--- src/rtl/adder_ctrl_pkg.sv ---
`default_nettype none
// ============================================================================
// Module   : adder_ctrl_pkg
// Purpose  : Shared types and constants for the nibble-serial adder
//            sequencer. These are the FSM state encoding and the slice width.
// Revision : 1.0 - initial release
// ============================================================================
package adder_ctrl_pkg;

  // Width of one adder slice. One nibble is processed per cycle.
  localparam int NIB_W = 4;

  // Sequencer states.
  typedef enum logic [1:0] {
    IDLE = 2'd0,
    RUN  = 2'd1,
    DONE = 2'd2
  } state_t;

endpackage : adder_ctrl_pkg
`default_nettype wire

--- src/rtl/four_bit_adder.sv ---
`default_nettype none
// ============================================================================
// Module   : four_bit_adder
// Purpose  : 4-bit adder slice with carry-in and carry-out. This is the only
//            arithmetic resource used by the nibble-serial sequencer.
// Revision : 1.0 - initial release
// ============================================================================
module four_bit_adder
  import adder_ctrl_pkg::*;
(
  input  logic [NIB_W-1:0] a_i,
  input  logic [NIB_W-1:0] b_i,
  input  logic             c_i,
  output logic [NIB_W-1:0] s_o,
  output logic             c_o
);

  // Widen by one bit so that the carry-out is kept in the MSB of the sum.
  assign {c_o, s_o} = {1'b0, a_i} + {1'b0, b_i} + {{NIB_W{1'b0}}, c_i};

endmodule : four_bit_adder
`default_nettype wire

--- src/rtl/nibble_serial_adder_ctrl.sv ---
`default_nettype none
// ============================================================================
// Module   : nibble_serial_adder_ctrl
// Purpose  : Adds two WIDTH-bit operands through a single 4-bit adder slice,
//            one nibble per cycle with the LSB nibble first. The carry is held
//            in a register between nibbles. Both sides use a valid/ready
//            handshake.
// Config   : `define SIGNED_OVF_EN adds the 'ovf' output, which reports
//            two's-complement overflow.
// Revision : 1.0 - initial release
// ============================================================================
module nibble_serial_adder_ctrl
  import adder_ctrl_pkg::*;
#(
  parameter int WIDTH = 16
) (
  input  logic             clk,
  input  logic             rst_n,
  input  logic             in_valid,
  output logic             in_ready,
  input  logic [WIDTH-1:0] a,
  input  logic [WIDTH-1:0] b,
  input  logic             c_in,
  output logic             out_valid,
  input  logic             out_ready,
  output logic [WIDTH-1:0] sum,
  output logic             c_out,
  output logic             busy
`ifdef SIGNED_OVF_EN
  , output logic           ovf
`endif
);

  localparam int NIB   = WIDTH / NIB_W;
  localparam int IDX_W = $clog2(NIB);

  // Stop elaboration if the operand width cannot be split into at least two nibbles.
  if ((WIDTH % NIB_W) != 0 || WIDTH < 8) begin : g_bad_width
    $error("nibble_serial_adder_ctrl: WIDTH must be a multiple of 4 and >= 8");
  end

  state_t                 state_q, state_d;
  logic [WIDTH-1:0]       a_sh_q, a_sh_d;
  logic [WIDTH-1:0]       b_sh_q, b_sh_d;
  // Holds the nibbles finished so far. The nibble in progress is
  // concatenated on top to form the full result.
  logic [WIDTH-NIB_W-1:0] sum_sh_q, sum_sh_d;
  logic                   carry_q, carry_d;
  logic [IDX_W-1:0]       idx_q, idx_d;
  // The result registers are separate from the shift path so that the last
  // result stays visible while the next job runs.
  logic [WIDTH-1:0]       sum_q, sum_d;
  logic                   cout_q, cout_d;
`ifdef SIGNED_OVF_EN
  logic                   ovf_q, ovf_d;
`endif

  logic [NIB_W-1:0]       w_slice_s;
  logic                   w_slice_c;
  logic [WIDTH-1:0]       w_sum_cat;

  four_bit_adder u_slice (
    .a_i (a_sh_q[NIB_W-1:0]),
    .b_i (b_sh_q[NIB_W-1:0]),
    .c_i (carry_q),
    .s_o (w_slice_s),
    .c_o (w_slice_c)
  );

  assign w_sum_cat = {w_slice_s, sum_sh_q};

  // State and datapath registers. Reset aborts any job in flight.
  always_ff @(posedge clk or negedge rst_n) begin
    if (!rst_n) begin
      state_q  <= IDLE;
      a_sh_q   <= '0;
      b_sh_q   <= '0;
      sum_sh_q <= '0;
      carry_q  <= 1'b0;
      idx_q    <= '0;
      sum_q    <= '0;
      cout_q   <= 1'b0;
`ifdef SIGNED_OVF_EN
      ovf_q    <= 1'b0;
`endif
    end else begin
      state_q  <= state_d;
      a_sh_q   <= a_sh_d;
      b_sh_q   <= b_sh_d;
      sum_sh_q <= sum_sh_d;
      carry_q  <= carry_d;
      idx_q    <= idx_d;
      sum_q    <= sum_d;
      cout_q   <= cout_d;
`ifdef SIGNED_OVF_EN
      ovf_q    <= ovf_d;
`endif
    end
  end

  // Next-state logic and handshake outputs for the IDLE -> RUN -> DONE sequence.
  always_comb begin
    state_d   = state_q;
    a_sh_d    = a_sh_q;
    b_sh_d    = b_sh_q;
    sum_sh_d  = sum_sh_q;
    carry_d   = carry_q;
    idx_d     = idx_q;
    sum_d     = sum_q;
    cout_d    = cout_q;
`ifdef SIGNED_OVF_EN
    ovf_d     = ovf_q;
`endif
    in_ready  = 1'b0;
    out_valid = 1'b0;
    busy      = 1'b0;

    case (state_q)
      IDLE: begin
        in_ready = 1'b1;
        if (in_valid) begin
          a_sh_d  = a;
          b_sh_d  = b;
          carry_d = c_in;
          idx_d   = '0;
          state_d = RUN;
        end
      end
      RUN: begin
        busy     = 1'b1;
        a_sh_d   = {{NIB_W{1'b0}}, a_sh_q[WIDTH-1:NIB_W]};
        b_sh_d   = {{NIB_W{1'b0}}, b_sh_q[WIDTH-1:NIB_W]};
        sum_sh_d = w_sum_cat[WIDTH-1:NIB_W];
        carry_d  = w_slice_c;
        idx_d    = idx_q + IDX_W'(1);
        if (idx_q == IDX_W'(NIB - 1)) begin
          // Last nibble. Publish the full result and its final carry.
          sum_d   = w_sum_cat;
          cout_d  = w_slice_c;
`ifdef SIGNED_OVF_EN
          // The carry into the MSB is recovered from the sum bit of the top slice.
          ovf_d   = (a_sh_q[NIB_W-1] ^ b_sh_q[NIB_W-1] ^ w_slice_s[NIB_W-1]) ^ w_slice_c;
`endif
          idx_d   = '0;
          state_d = DONE;
        end
      end
      DONE: begin
        busy      = 1'b1;
        out_valid = 1'b1;
        if (out_ready) begin
          state_d = IDLE;
        end
      end
      default: begin
        state_d = IDLE;
      end
    endcase
  end

  assign sum   = sum_q;
  assign c_out = cout_q;
`ifdef SIGNED_OVF_EN
  assign ovf   = ovf_q;
`endif

endmodule : nibble_serial_adder_ctrl
`default_nettype wire

--- config.mk ---
export PLATFORM = sky130hd
export DESIGN_NAME = nibble_serial_adder_ctrl
export DESIGN_NICKNAME = d
export VERILOG_FILES = /design/src/rtl/adder_ctrl_pkg.sv /design/src/rtl/four_bit_adder.sv /design/src/rtl/nibble_serial_adder_ctrl.sv
export SDC_FILE = /design/constraint.sdc
export NUM_CORES = 1
export LEC_CHECK = 0
export ABC_AREA = 1
export CORE_MARGIN = 2
export CORE_UTILIZATION = 46
export DETAILED_ROUTE_END_ITERATION = 12
export GPL_ROUTABILITY_DRIVEN = 0
export PLACE_DENSITY_LB_ADDON = 0.2
export RECOVER_POWER = 50
export SLEW_MARGIN = 20
export SYNTH_ARGS = -nofsm -noshare
export SYNTH_HDL_FRONTEND = slang
export SYNTH_SLANG_ARGS = --single-unit
export TNS_END_PERCENT = 5
--- constraint.sdc ---
create_clock -name clk -period 2.3 [get_ports clk]
set_clock_uncertainty 0.1 [all_clocks]
set_input_delay 0.345 -clock clk [delete_from_list [all_inputs] [get_ports clk]]
set_output_delay 0.345 -clock clk [all_outputs]
set_load 0.005 [all_outputs]
After elaboration in Yosys (flattened, before gate mapping)
Cells that the tools add are included.
{"block": "op_classes", "mul": 0, "n_div": 0, "shift": 0, "n_reduce_logical": 6, "n_lt_le_gt_ge": 0, "bitwise_logic": 0, "n_eq_ne": 6, "mux": 16, "n_addsub": 3}
{"op": "16-bit one-hot mux with 2 select lines", "n": 2}
{"op": "16-bit 2-to-1 mux", "n": 2}
{"op": "2-bit 2-to-1 mux", "n": 5}
{"op": "2-bit != test (second input constant)", "n": 3}
{"op": "2-bit one-hot mux with 3 select lines", "n": 1}
{"op": "4-bit by 4-bit adder with 5-bit output", "n": 1}
{"op": "5-bit by 1-bit adder with 5-bit output", "n": 1}
{"op": "2-bit == test (second input constant)", "n": 2}
{"op": "1-bit 2-to-1 mux", "n": 4}
{"op": "2-bit one-hot mux with 2 select lines", "n": 1}
{"op": "2-bit AND reduction", "n": 2}
{"op": "3-bit AND reduction", "n": 1}
{"op": "2-bit by 1-bit adder with 2-bit output (second input constant)", "n": 1}
{"op": "2-bit by 1-bit == test with 1-bit output (second input constant)", "n": 1}
{"op": "2-bit zero test", "n": 1}
{"op": "1-bit one-hot mux with 2 select lines", "n": 1}
{"op": "2-bit nonzero test", "n": 1}
{"op": "2-bit OR reduction", "n": 1}
{"block": "word_totals", "output_inout_bits": 20, "n_memories": 0, "ram_bits": 0, "rom_bits": 0, "latch_bits": 0, "inputBits": 37, "wordCells": 39, "regBits": 66}

Depth between registers and ports, before layout
Gate-level depths: netlist of run 1.
{"block": "logic_depth", "word_depth": 3, "mapped_depth": 9, "depth_no_buf": 8}

By module
From an unflattened synthesis of run 1, not the netlist that was laid out.
{"block": "hier_totals", "hier_cells": 394, "area_unflattened_um2": 3144.3}
{"mod": "nibble_serial_adder_ctrl", "area_each_um2": 2979.1, "cells_per_inst": 369, "instances": 1, "seq_area_each_um2": 1651.6}
{"mod": "four_bit_adder", "area_each_um2": 165.2, "cells_per_inst": 25, "instances": 1, "seq_area_each_um2": 0.0}

Worst setup path before layout of run 1
No wires, ideal clock.
{"block": "synth_timing", "kind": "register -> register", "startpoint": "register a_sh_q[0]", "endpoint": "register sum_q[13] (netlist: sum[13])", "setup_time_ns": 0.083, "path_stages_with_launch": 5, "period_less_slack_ns": 1.634, "required_time_ns": 2.117, "arrival_ns": 1.451, "slack_ns": 0.666, "path_buffers": 0, "path_cell_list": "dfrtp_1 > fa_1 > inv_1 > fa_1 > o21ai_0"}
{"block": "synth_between", "elab_chain_cells": 2}
{"item": "start: declaration", "line": "nibble_serial_adder_ctrl.sv:43", "text": "logic [WIDTH-1:0] a_sh_q, a_sh_d;"}
{"item": "start signal: assignment", "line": "nibble_serial_adder_ctrl.sv:88", "text": "a_sh_q <= a_sh_d;"}
{"item": "4-bit by 4-bit adder with 5-bit output", "line": "four_bit_adder.sv:19", "text": "assign {c_o, s_o} = {1'b0, a_i} + {1'b0, b_i} + {{NIB_W{1'b0}}, c_i};"}
{"item": "5-bit by 1-bit adder with 5-bit output", "line": "four_bit_adder.sv:19"}
{"item": "end signal: assignment", "line": "nibble_serial_adder_ctrl.sv:93", "text": "sum_q <= sum_d;"}
{"item": "end: declaration", "line": "nibble_serial_adder_ctrl.sv:52", "text": "logic [WIDTH-1:0] sum_q, sum_d;"}
No other way between the ends.
A chain may end at the register's enable or synchronous reset.

Worst setup path after layout of run 1
{"block": "layout_timing", "startpoint": "register state_q[0]", "endpoint": "output in_ready"}
{"block": "layout_between", "elab_chain_cells": 2}
{"item": "start: declaration", "line": "nibble_serial_adder_ctrl.sv:42", "text": "state_t state_q, state_d;"}
{"item": "start signal: assignment", "line": "nibble_serial_adder_ctrl.sv:87", "text": "state_q <= state_d;"}
{"item": "2-bit zero test", "line": "nibble_serial_adder_ctrl.sv:118", "text": "case (state_q)"}
{"item": "1-bit 2-to-1 mux", "line": "nibble_serial_adder_ctrl.sv:118"}
{"item": "end: declaration", "line": "nibble_serial_adder_ctrl.sv:20", "text": "output logic in_ready,"}
No other way between the ends.

==> impl_metrics.toml, run 1 <==
[setup_path]
cp_max_fo = 5
cp_num_buf_inv = 2
crit_path_end_kind = "output pin"
critPathMaxStageDelay_ns = 0.55
r2r_setup_slack_ns = 0.30
required_ns = 1.86
reg2reg_depth = 7
path_delay_family = "buffers and inverters"
path_class = "reg2out"
startpoint_type = "register"
cp.arrival_ns = 1.69
slowest_stage = "clkdlybuf4s50_1"
crit_chain = "inv_1 > ha_1 > clkdlybuf4s50_1"
worst-path-stages = 3
timing.rr.start = "state_q[1]"
r2r-end = "c_out"

[place]
port_buffers = 56
placed_cells = 459
hpwl_mm = 4.01
place_ws_ns = 0.322
placed_area_mm2 = 0.00362

[sta]
min_period_over_period = 0.927
setup_violations = 0
report.final.slew_viol_count = 0
hold_violations = 0
fmax_mhz = 469
finalCriticalPeriod_ns = 2.13
worst_pin_slew_ns = 0.787
rsz0062_at_grt = "false"
fin_ws_ns = 0.169
slew_headroom = 0.475
fin_tns_setup_ns = 0

[die]
dieWidth_um = 85.1
core_mm2 = 0.00635
dieArea_mm2 = 0.00725
row_count = 29
io_pins = 57
die_h_um = 85.1
start_util = 0.477

[worst_hold_path]
hold_start = "sum[14]"
hold_class = "reg2reg"
whs_path_depth = 2
hold_path_end = "sum[14]"

[grt]
antenna_found_initial = 0
grt_pass1_wl_mm = 10.1
grt_pass1_vias = 2338
grtUsageTotal = 0.176
grt_max_degree = 50
overflow = 0

[cts]
htreeDepth = 3
clockRootBuffer = "clkbuf_8"
clock_latency_ns = 0.33
cts_tree = "built"
numCtsBuffers = 9
clk_pin_slew_ns = 0.06
clockBufferDepth = 2
cts_sinks = 66

[power_and_ir_drop]
p_leak_nw = 1.78
report.power.total_w = 0.00489
irDropWorstVdd_uv = 707
powerDensity_mw_per_mm2 = 1300

[layout]
layout_common_cells = "nand2_1 (80), dfrtp_1 (66), clkdlybuf4s50_1 (47), nor2_1 (45), o21ai_0 (44)"
fillers = 554
design_area_mm2 = 0.00376
drive_above_1_share = 0.0603
synthToLayoutAreaGrowth_pct = 24.2
insertedDiodeCount = 0
instances_no_fill = 475
mostFrequentLayoutCell = "nand2_1"
nets = 441

[synth]
seq_area_frac_synth = 0.545
yosys_warnings = 0
synth_seq_cells = 66
synth_area_per_cell_um2 = 8.93
netlist_instances = 339
synth_cell_types = 24
synth_fp_nets = 386
synth_area_mm2 = 0.00303

[routing]
drt_iter0_markers = 111
wl_per_cell_um = 12.3
dr.pass1.iters = 4
finalWirelength_mm = 5.84
drc = 0
drtAntennaViolNets = 0
via_per_inst = 4.91
vias = 2332

[flow_run]
max_cap_viol_count = 0

[run_status]
outcome = "completed"
power by group:
part	total, W	leakage, nW	switching, W	internal [W]
clock network	0.000781	0.0827	0.000403	0.000378
registers	0.00192	0.813	0.000260	0.00166
logic	0.00219	0.884	0.00124	0.000952
worst max-delay path by stage:
stage                           from        to
after floorplan            a_sh_q[0]   sum[13]
after global placement    state_q[1]     c_out
after detailed placement  state_q[1]     c_out
after CTS                 state_q[0]  in_ready
after global routing           rst_n   sum[15]
final                     state_q[0]  in_ready
cell families (layout without fill, tap and decap cells):
kind of cell	after synthesis	in the layout	synth area share
compound gates	74	74	0.145
xor+xnor	1	1	0.00289
fa+ha+maj	10	10	0.0463
buf+inv	44	103	0.0711
flops	66	66	0.545
simple gates	144	144	0.190
layer usage:
metal  global-route usage  vias up  wire, um
met5                    0        -         0
met4               0.0851        0       121
met3               0.0340       11       209
met2                0.286       47      2620
met1                0.227     1077      2890
li1                     -     1197         -
synth_stat cells:
cell       n  area (um^2)
o211ai_1   2         15.0
o21ai_4    1         16.3
xor2_1     1         8.76
buf_4      3         22.5
nand2_4    1         11.3
nor2_1    45          169
inv_2      1         3.75
or2_2      1         6.26
inv_1     24         90.1
o21ai_0   44          220
clkbuf_1   1         3.75
buf_6      3         33.8
buf_2     11         55.1
nand3_1   16         80.1
ha_1       8          100
fa_1       2         40.0
o21a_1    20          150
nand3b_1   1         7.51
a31oi_1    1         6.26
inv_4      1         6.26
o21ai_1    4         20.0
nand2_1   80          300
a21oi_1    2         10.0
dfrtp_1   66         1650
flip-flops by register name, indices dropped and copies added, names as in the netlist:
register  flops
a_sh_q       16
b_sh_q       16
sum          16
sum_sh_q     12
idx_q         2
state_q       2
c_out         1
carry_q       1
stage by stage:
step / utilization / hold slack, ns
final: 0.592 / 0.380
after global routing: 0.592 / 0.400
after CTS: 0.595 / 0.383
after detailed placement: 0.570 / 0.339
after global placement: 0.570 / 0.335
after floorplan: - / -0.0506
area by class of cell:
cell class                 instances  area, um^2  area share
inverter                          26         100      0.0266
tap                               77        96.3      0.0256
sequential                        66        1650       0.439
clock inverter                     4        20.0     0.00532
multi-input combinational        229        1160       0.309
clock buffer                      11         131      0.0349
timing repair buffer              62         601       0.160
tightest hold or removal path, stage by stage (launching register included):
cell     delay (ns)
dfrtp_1        0.34
nand2_1        0.05
o21ai_0        0.06
repair_timing:
item                                   CTS  global route
gates resized for setup                  0             0
buffers inserted                         0             0
endpoints found under the hold margin   30             0
setup endpoints to repair                0             0
hold buffers                             1             0
Power figures use the tool's default switching activity.
==> run 2, diff against run 1 <==
--- a/config.mk
+++ b/config.mk
@@ -10,7 +10,7 @@
 export CORE_UTILIZATION = 46
 export DETAILED_ROUTE_END_ITERATION = 12
 export GPL_ROUTABILITY_DRIVEN = 0
-export PLACE_DENSITY_LB_ADDON = 0.2
+export PLACE_DENSITY = 0.72
 export RECOVER_POWER = 50
 export SLEW_MARGIN = 20
 export SYNTH_ARGS = -nofsm -noshare
==> run 2 against run 1 <==
  * Global-route usage is 0.35 points lower
  * Critical path depth did not move
  * Worst setup slack improved by 0.014 ns
  * Clock power rose by 7.9%
  * Die area stayed put
==> impl_metrics.toml, run 2 (same netlist as run 1, synthesis figures left out) <==
[run_status]
outcome = "completed"

[sta]
slew_headroom = 0.479
setup_violations = 0
min_period_over_period = 0.920
hold_slack_ns = 0.376
report.final.slew_viol_count = 0
worst_pin_slew_ns = 0.782
hold_violations = 0
fmax_mhz = 472
finalCriticalPeriod_ns = 2.12
fin_tns_setup_ns = 0
rsz0062_at_grt = "false"

[grt]
grtUsageMet1 = 0.222
gr-max-usage-layer = "met2"
grt.met2_usage = 0.276
grt_pass1_vias = 2291
grt_pass1_wl_mm = 9.92
grtUsageMet3 = 0.0496
grt_max_degree = 48
grtUsageTotal = 0.172
antenna_found_initial = 0
overflow = 0

[setup_path]
cp_max_fo = 5
r2r-end = "carry_q"
crit_path_end_kind = "output pin"
r2r_setup_slack_ns = 0.43
startpoint_type = "register"
timing.rr.start = "state_q[0]"
cp.arrival_ns = 1.67
path_class = "reg2out"
reg2reg_depth = 7
required_ns = 1.86

[place]
port_buffers = 56
placed_cells = 461
hpwl_mm = 4.03
placed_area_mm2 = 0.00364

[routing]
finalWirelength_mm = 5.69
drc = 0
dr.pass1.iters = 4
wl_per_cell_um = 11.9
drtAntennaViolNets = 0
drt_iter0_markers = 126
via_per_inst = 4.98
vias = 2374

[worst_hold_path]
hold_class = "reg2reg"
whs_path_depth = 2
hold_start = "sum_sh_q[4]"
hold_path_end = "sum_sh_q[0]"

[die]
dieArea_mm2 = 0.00725
start_util = 0.477
die_h_um = 85.1
row_count = 29
io_pins = 57
dieWidth_um = 85.1
core_mm2 = 0.00635

[layout]
insertedDiodeCount = 0
synthToLayoutAreaGrowth_pct = 25.5
fin_util = 0.598
fillers = 596
mostFrequentLayoutCell = "nand2_1"
nets = 443
drive_above_1_share = 0.0600
design_area_mm2 = 0.00380
layout_common_cells = "nand2_1 (80), dfrtp_1 (66), clkdlybuf4s50_1 (55), nor2_1 (45), o21ai_0 (44)"
instances_no_fill = 477

[flow_run]
max_cap_viol_count = 0

[cts]
clock_latency_ns = 0.34
clockBufferDepth = 2
htreeDepth = 3
cts_sinks = 66
clockRootBuffer = "clkbuf_8"
clk_pin_slew_ns = 0.07
cts_tree = "built"
numCtsBuffers = 9

[power_and_ir_drop]
irDropWorstVdd_uv = 713
p_leak_nw = 1.77
powerDensity_mw_per_mm2 = 1300
[run 2: worst max-delay path by stage]
stage,from,to,slack [ns]
finish,state_q[1],in_ready,0.18
detailed placement,state_q[0],carry_q,0.43
CTS,state_q[1],in_ready,0.15
floorplan,a_sh_q[0],sum[13],0.67
global route,state_q[1],in_ready,0.11
global placement,state_q[1],state_q[0],0.52
[run 2: power by group]
group          leakage [nW]  internal [W]  switching, W
clock network        0.0920      0.000438      0.000404
registers             0.813       0.00166      0.000264
logic                 0.865      0.000986       0.00120
total                  1.77       0.00308       0.00187
[run 2: routing by layer]
metal | vias to the layer above | routed length [um]
met5 | - | 0
met4 | 0 | 96
met3 | 11 | 275
met2 | 62 | 2610
met1 | 1100 | 2710
li1 | 1201 | -
[run 2: what timing repair did]
action                                 CTS  global route
gates resized for setup                  0             0
buffers inserted                         0             0
hold buffers                             1             0
endpoints found under the hold margin   12             0
[run 2: metrics by stage]
step                total power (W)  worst slack [ns]
floorplan                   0.00352             0.666
detailed placement          0.00417             0.431
finish                      0.00495             0.183
global route                0.00540             0.105
CTS                         0.00502             0.150
global placement            0.00407             0.518
[run 2: cell type report]
type | instances | area [um^2] | area share
inverters | 26 | 100 | 0.0264
repair buffers | 64 | 619 | 0.163
multi-input cells | 229 | 1160 | 0.306
clock buffers | 12 | 155 | 0.0408
clock inverters | 3 | 15.0 | 0.00395
flip-flops and latches | 66 | 1650 | 0.435
well taps | 77 | 96.3 | 0.0254
[run 2: critical path: stages (launching register included)]
cell             delay, ns
dfrtp_1               0.40
inv_1                 0.11
ha_1                  0.28
clkdlybuf4s50_1       0.54
==> run 3, diff against run 2 <==
--- a/config.mk
+++ b/config.mk
@@ -8,6 +8,7 @@
 export ABC_AREA = 1
 export CORE_MARGIN = 2
 export CORE_UTILIZATION = 46
+export CTS_CLUSTER_DIAMETER = 50
 export DETAILED_ROUTE_END_ITERATION = 12
 export GPL_ROUTABILITY_DRIVEN = 0
 export PLACE_DENSITY = 0.72
==> results of run 3 <==
Final layout, timing and power as in run 2 (identical DEF).
